**src/rtl/puf_key_harvester.sv**
```systemverilog
// puf_key_harvester: majority-voted arbiter-PUF key harvest, whitened with seed_key.
// Build option PUF_MAJORITY_EN: when defined, each key bit is the majority of VOTES
// samples; when undefined, each bit is a single sample and the vote counters vanish.
module puf_key_harvester #(
  parameter int              KEY_W     = 128,
  parameter int              CHAL_W    = 32,
  parameter logic [CHAL_W-1:0] CHAL_SEED = 32'hACE1_2468,
  parameter int              SETTLE    = 4,
  parameter int              VOTES     = 5
) (
  input  logic              clk,
  input  logic              reset,
  input  logic              start,
  input  logic [KEY_W-1:0]  seed_key,
  output logic [CHAL_W-1:0] challenge,
  output logic              puf_fire,
  input  logic              puf_resp,
  output logic [KEY_W-1:0]  key_out,
  output logic              enable,
  output logic              busy
);

  localparam logic [2:0] S_IDLE   = 3'd0;
  localparam logic [2:0] S_LAUNCH = 3'd1;
  localparam logic [2:0] S_WAIT   = 3'd2;
  localparam logic [2:0] S_SAMPLE = 3'd3;
  localparam logic [2:0] S_SHIFT  = 3'd4;
  localparam logic [2:0] S_DONE   = 3'd5;
  localparam int BW = $clog2(KEY_W);
  localparam int WW = $clog2(SETTLE + 1);
  localparam logic [CHAL_W-1:0] TAPS = CHAL_W'(32'h8020_0003);

  if (VOTES < 1 || VOTES % 2 == 0 || SETTLE < 1 || CHAL_SEED == '0) begin : g_param_check
    $error("puf_key_harvester: VOTES must be odd and >=1, SETTLE >=1, CHAL_SEED nonzero");
  end

  logic [2:0]        r_state;
  logic [CHAL_W-1:0] r_lfsr;
  logic [BW-1:0]     r_bit;
  logic [WW-1:0]     r_wait;
  logic [KEY_W-1:0]  r_raw;
  logic [KEY_W-1:0]  r_key;
  logic              r_enable;
  logic [CHAL_W-1:0] w_lfsr_nxt;
  logic              w_bit;

`ifdef PUF_MAJORITY_EN
  localparam int OW = $clog2(VOTES + 1);
  logic [OW-1:0] r_votes;
  logic [OW-1:0] r_ones;
  assign w_bit = r_ones > OW'(VOTES / 2);
`else
  logic r_samp;
  assign w_bit = r_samp;
`endif

  assign w_lfsr_nxt = (r_lfsr >> 1) ^ (r_lfsr[0] ? TAPS : '0);
  assign challenge  = r_lfsr;
  assign puf_fire   = r_state == S_LAUNCH;
  assign busy       = r_state != S_IDLE && r_state != S_DONE;
  assign key_out    = r_key;
  assign enable     = r_enable;

  // Harvest FSM: launch/settle/sample per vote, shift one key bit per SHIFT, latch whitened key once in DONE.
  always_ff @(posedge clk or negedge reset) begin
    if (!reset) begin
      r_state  <= S_IDLE;
      r_lfsr   <= CHAL_SEED;
      r_bit    <= '0;
      r_wait   <= '0;
      r_raw    <= '0;
      r_key    <= '0;
      r_enable <= 1'b0;
`ifdef PUF_MAJORITY_EN
      r_votes  <= '0;
      r_ones   <= '0;
`else
      r_samp   <= 1'b0;
`endif
    end else begin
      case (r_state)
        S_IDLE: if (start) begin
          r_state <= S_LAUNCH;
          r_bit   <= '0;
          r_raw   <= '0;
`ifdef PUF_MAJORITY_EN
          r_votes <= '0;
          r_ones  <= '0;
`endif
        end
        S_LAUNCH: begin
          r_wait  <= '0;
          r_state <= S_WAIT;
        end
        S_WAIT: begin
          r_wait  <= r_wait + WW'(1);
          r_state <= (r_wait == WW'(SETTLE - 1)) ? S_SAMPLE : S_WAIT;
        end
        S_SAMPLE: begin
`ifdef PUF_MAJORITY_EN
          r_ones  <= r_ones + OW'(puf_resp);
          r_votes <= r_votes + OW'(1);
          r_state <= (r_votes == OW'(VOTES - 1)) ? S_SHIFT : S_LAUNCH;
`else
          r_samp  <= puf_resp;
          r_state <= S_SHIFT;
`endif
        end
        S_SHIFT: begin
          r_raw   <= {r_raw[KEY_W-2:0], w_bit};
          r_lfsr  <= w_lfsr_nxt;
`ifdef PUF_MAJORITY_EN
          r_votes <= '0;
          r_ones  <= '0;
`endif
          r_bit   <= (r_bit == BW'(KEY_W - 1)) ? r_bit : r_bit + BW'(1);
          r_state <= (r_bit == BW'(KEY_W - 1)) ? S_DONE : S_LAUNCH;
        end
        S_DONE: if (!r_enable) begin
          r_key    <= r_raw ^ seed_key;
          r_enable <= 1'b1;
        end
        default: r_state <= S_IDLE;
      endcase
    end
  end

endmodule

```
**config.mk**
```make
export PLATFORM = sky130hd
export DESIGN_NAME = puf_key_harvester
export DESIGN_NICKNAME = d
export VERILOG_FILES = /design/src/rtl/puf_key_harvester.sv
export SDC_FILE = /design/constraint.sdc
export NUM_CORES = 1
export LEC_CHECK = 0
export ABC_AREA = 1
export CELL_PAD_IN_SITES_DETAIL_PLACEMENT = 1
export CELL_PAD_IN_SITES_GLOBAL_PLACEMENT = 1
export CORE_MARGIN = 2
export CORE_UTILIZATION = 38
export CTS_CLUSTER_DIAMETER = 30
export DETAILED_ROUTE_END_ITERATION = 6
export GPL_TIMING_DRIVEN = 0
export PLACE_DENSITY = 0.87
export SLEW_MARGIN = 20
export SYNTH_ARGS = -nofsm -noshare
export SYNTH_HDL_FRONTEND = slang
export SYNTH_SLANG_ARGS = --single-unit
```
**constraint.sdc**
```tcl
create_clock -name clk -period 1.8 [get_ports clk]
set_input_delay 0.54 -clock clk [delete_from_list [all_inputs] [get_ports clk]]
set_output_delay 0.54 -clock clk [all_outputs]
set_load 0.01 [all_outputs]
```
---- Word level (Yosys, flattened, before mapping) ----
Index checks and enable logic that the tools add are counted.
word-level totals
  bits in registers ....................... 303
cells by class
  $add $sub $neg .......................... 2
  muxes and demuxes ....................... 11
  reductions and logical operators ........ 9
  bitwise operators ....................... 4
  equal/unequal tests ..................... 10
operator list
  kind                                                             number
  128-bit case mux with 2 select lines                             1
  128-bit 2-to-1 mux                                               1
  128-bit XOR                                                      1
  32-bit 2-to-1 mux                                                1
  31-bit by 32-bit XOR with 32-bit output                          1
  3-bit case mux with 6 select lines                               1
  7-bit 2-to-1 mux                                                 2
  7-bit case mux with 2 select lines                               1
  3-bit by 2-bit == test with 1-bit output, second input constant  3
  7-bit by 1-bit adder with 7-bit output, second input constant    1
  7-bit == test, second input constant                             1
  3-bit == test, second input constant                             2
  3-bit 2-to-1 mux                                                 2
  3-bit case mux with 2 select lines                               1
  2-bit AND reduction                                              3
  2-bit != test, second input constant                             2
  2-bit nonzero test                                               2
  3-bit by 1-bit adder with 3-bit output, second input constant    1
  3-bit by 1-bit == test with 1-bit output, second input constant  1
  3-bit logical NOT                                                1
  3-bit != test, second input constant                             1
  3-bit AND reduction                                              1
  3-bit nonzero test                                               1
  1-bit inverter                                                   2
  2 further kinds                                                  2

---- Longest topological paths before layout ----
  depth after elaboration ................. 3
  mapped depth ............................ 8
  depth with buffers taken out ............ 8

---- Worst setup path before layout ----
No wires, ideal clock.
  path kind ............................... input to register
  start point ............................. in start
  end point ............................... reg r_bit[4]
  arrival time ............................ 1272 ps
  buffers on the path ..................... 2
  stages .................................. 7
  path slack .............................. 445 ps
  data required time ...................... 1717 ps
  path through ............................ o21ai_1 inv_2 buf_2 nand2_1 buf_2 nand2_1 o21ai_0
on the way
  longest elaborated chain between the ends .. 2
RTL lines
  what                           line  RTL
  from (decl)                    13    input logic start,
  2-bit != test (no line)        -
  3-bit AND reduction (no line)  -
  to (signal assigned)           116   r_bit <= (r_bit == BW'(KEY_W - 1)) ? r_bit : r_bit + BW'(1);
  to (decl)                      39    logic [BW-1:0] r_bit;
Every way passes these cells.
A chain may end at the register's enable or synchronous reset.

---- Final worst setup path ----
  start point ............................. reg r_state[1]
  end point ............................... out busy
on the way
  longest elaborated chain between the ends .. 2
  elaborated cells on any way between the ends .. 3
  those cells by class .................... eq/ne: 1; reduce/logical: 2
RTL lines
  what                                                 line  RTL
  from (decl)                                          37    logic [2:0] r_state;
  from (signal assigned)                               97    r_state <= (r_wait == WW'(SETTLE - 1)) ? S_SAMPLE : S_WAIT;
  from (signal assigned)                               117   r_state <= (r_bit == BW'(KEY_W - 1)) ? S_DONE : S_LAUNCH;
  3-bit != test or 3-bit nonzero test (tied branches)  60    assign busy = r_state != S_IDLE && r_state != S_DONE;
  1-bit logical AND (*)                                60
  to (decl)                                            20    output logic busy
Every way passes the cells marked *; elsewhere a longest branch is shown, timed or not.

==> reports/qor.yml <==
wl_met3_um: 2503
violations: "negative setup slack"
vias: 10280
min_path_type: "in -> async"
ioPinCount: 295
viasPerCell: 4.955
synthSimpleGateAreaFrac: 0.06652
dp_hpwl_um: 27650
clkLatencyLatePin_ps: 550
muxShareOfSynthArea: 0.0009003
critical_path_depth: 4
reg2reg_depth: 8
status: "finished with violations"
mappedNetlistArea_um2: 12510
clockBufferDepth: 3
slew-limit-headroom: 0.6086
pre_cts_slack_ps: -406.0
max_freq_mhz: 492.2
routedWlPerCell_um: 20.43
synth_top_family_by_area: "compound AO/OA/AOI/OAI gates"
wl_met2_um: 22470
arrival_ps: 1490
crit-reg2reg-capture: "r_raw[101]"
cpPeakStageDelay_ps: 440
synth_xor_area_frac: 0.09243
crit_slowest_cell: "dfrtp_2"
cts_tree: "built"
root_buffer: "clkbuf_16"
port_buffers: 294
tns_ps: -407.2
rsz0062_at_grt: "yes"
grt_use_total: 0.2483
reg2reg_setup_slack_ps: 70
crit_fanout: 4
antenna_left: 0
syn_area_per_cell_um2: 10.44
r2r-start: "r_state[0]"
areaGrowthSynthToFinish_pct: 47.22
synth_compound_area_frac: 0.1325
wl_met1_um: 15850
top_layer_used: "met4"
path_cells: "nor2_4, inv_2, o21a_1, buf_2"
setup_ws_ps: -231.8
p_per_area_nw_per_um2: 1087
initial_core_util: 0.3854
fin_nets: 1713
layout_min_cycle_time_ps: 2032
path_delay_family: "flip-flops"
synthAdderAreaFrac: 0.003001
clock_sinks: 303
yosys_warnings: 0
drt_iter0_markers: 372
skew_ps: 27.50
grt_max_degree: 100
antenna_found_initial: 3
path_class: "reg -> out"
ys_seq_area_frac: 0.6075
slew_violations: 0
max-cap-violations: 0
synth_cell_types: 26
synth-seq-cells: 303
critPathLaunchType: "flop"
finalSetupViolCount: 2
fin_util: 0.5674
drc: 0
core_um2: 32450
path_buf_inv: 2
num_rows: 66
p_leak_nw: 8.089
synthesis.nets: 1333
die_h_um: 185.4
grt.overflow.total: 0
path_clk_slew_ps: 40
gp_congestion: 0.7693
syn_inst: 1198
post-route-period-util: 1.129
fillCellCount: 3501
drt-total-wl_um: 42390
cts_htree_levels: 3
final-hold-violation-count: 0
cp-end-kind: "primary output"
worstPathRequired_ps: 1260
cts_made_buffers: 70
grt_pass1_vias: 11900
die_w_um: 185.4
grt_pass1_wl_um: 65460
dieArea_um2: 34380
tightest_slew_ps: 587.1
ir_drop_mv: 0.8848
first_pass_iters: 4
drive_above_1_share: 0.1692
## registers in the layout (all words and copies together) (netlist names)
register and flops:
r_bit 7, enable 1, r_raw 128, r_state 3, challenge 32, r_samp 1
key_out 128, r_wait 3
## synth_stat cells (all sizes together)
cell type | count | area, um2
nand3 | 9 | 50.05
clkbuf | 7 | 26.28
buf | 86 | 606.8
xnor2 | 131 | 1147
dfrtp | 290 | 7257
or2 | 1 | 6.260
nor2 | 138 | 528.0
o21ai | 38 | 190.2
inv | 155 | 581.8
o21bai | 1 | 7.510
a21oi | 130 | 658.1
xor2 | 1 | 8.760
o22ai | 127 | 794.5
dfstp | 13 | 341.6
nand2 | 66 | 247.7
o21a | 1 | 7.510
mux2 | 1 | 11.26
ha | 3 | 37.54
## worst reg2reg max path: stages (launching register included)
cell,delay (ps)
dfrtp_2,430
nor2_4,50
buf_4,130
buf_4,120
o21ai_1,150
inv_2,100
clkbuf_4,220
clkbuf_4,220
o22ai_1,220
## layout by cell type, fill, tap and decap left out, types with 5 or more instances in the layout
master,instances
a21oi_1,128
buf_2,47
buf_4,49
buf_6,26
bufinv_16,5
clkbuf_1,19
clkbuf_16,75
clkbuf_4,5
clkbuf_8,9
clkdlybuf4s15_1,42
clkdlybuf4s50_1,130
clkinv_2,10
clkinvlp_4,7
dfrtp_1,286
dfstp_2,13
dlygate4sd2_1,89
inv_1,150
inv_2,5
nand2_1,66
nand3_1,8
nor2_1,134
o21ai_0,32
o21ai_1,6
o22ai_1,127
xnor2_1,131
## per-stage QoR
| stage | area (um2) | std cells | hold WS, ps | total power (W) |
|---|---|---|---|---|
| floorplan | 12510 | 1198 | 244.4 | 0.007097 |
| global placement | 16000 | 1934 | 464.6 | 0.007567 |
| detailed placement | 16090 | 1937 | 409.3 | 0.007599 |
| CTS | 18330 | 2072 | 431.0 | 0.02024 |
| global route | 18410 | 2074 | 451.1 | 0.02066 |
| finish | 18420 | 2075 | 452.1 | 0.02002 |
## routing by layer
metal,vias up,global-route usage
met4,0,0.1083
li1,4646,-
met3,108,0.05997
met1,5176,0.2677
met2,352,0.4596
met5,-,0
## what timing repair did
item	in CTS	in global routing
setup buffers	21	2
hold endpoints to repair	17	0
endpoints found under the setup margin	277	100
gates resized for setup	297	42
hold buffers	1	0
pin swaps	1	1
## final cells by class
cell class / count / area [um2] / share of cell area
clock inverters: 28 / 320.3 / 0.01739
well taps: 442 / 553.0 / 0.03003
clock buffers: 97 / 2049 / 0.1113
diodes: 2 / 5.005 / 0.0002718
flip-flops and latches: 303 / 7604 / 0.4129
inverters: 155 / 581.8 / 0.03159
multi-input cells: 647 / 3712 / 0.2016
repair buffers: 321 / 3017 / 0.1638
plain buffers: 80 / 573.1 / 0.03112
## cell families (layout without fill, tap and decap cells)
kind of cell / count (synthesis) / in the layout
DFF: 303 / 303
AOI/OAI and AO/OA: 297 / 297
buffers and inverters: 248 / 681
and+or+nand+nor: 214 / 214
xor gates and xnor gates: 132 / 132
adders and majority gates: 3 / 3
muxes: 1 / 1
other: 0 / 2
## worst max path at each step
stage / from / to
floorplan: start / r_bit[4]
global placement: reset / key_out[72]
detailed placement: start / r_bit[4]
CTS: r_state[0] / busy
global route: r_state[1] / busy
finish: r_state[1] / busy
## power breakdown
part           internal, W  switching (W)  leakage, nW  total [W]
sequential         0.00684     0.00000692         2.83    0.00685
clock              0.00862        0.00389         1.15     0.0125
combinational     0.000372       0.000278         4.12   0.000650
total               0.0158        0.00418         8.09     0.0200
No activity file was read; power rests on OpenSTA's default activity.
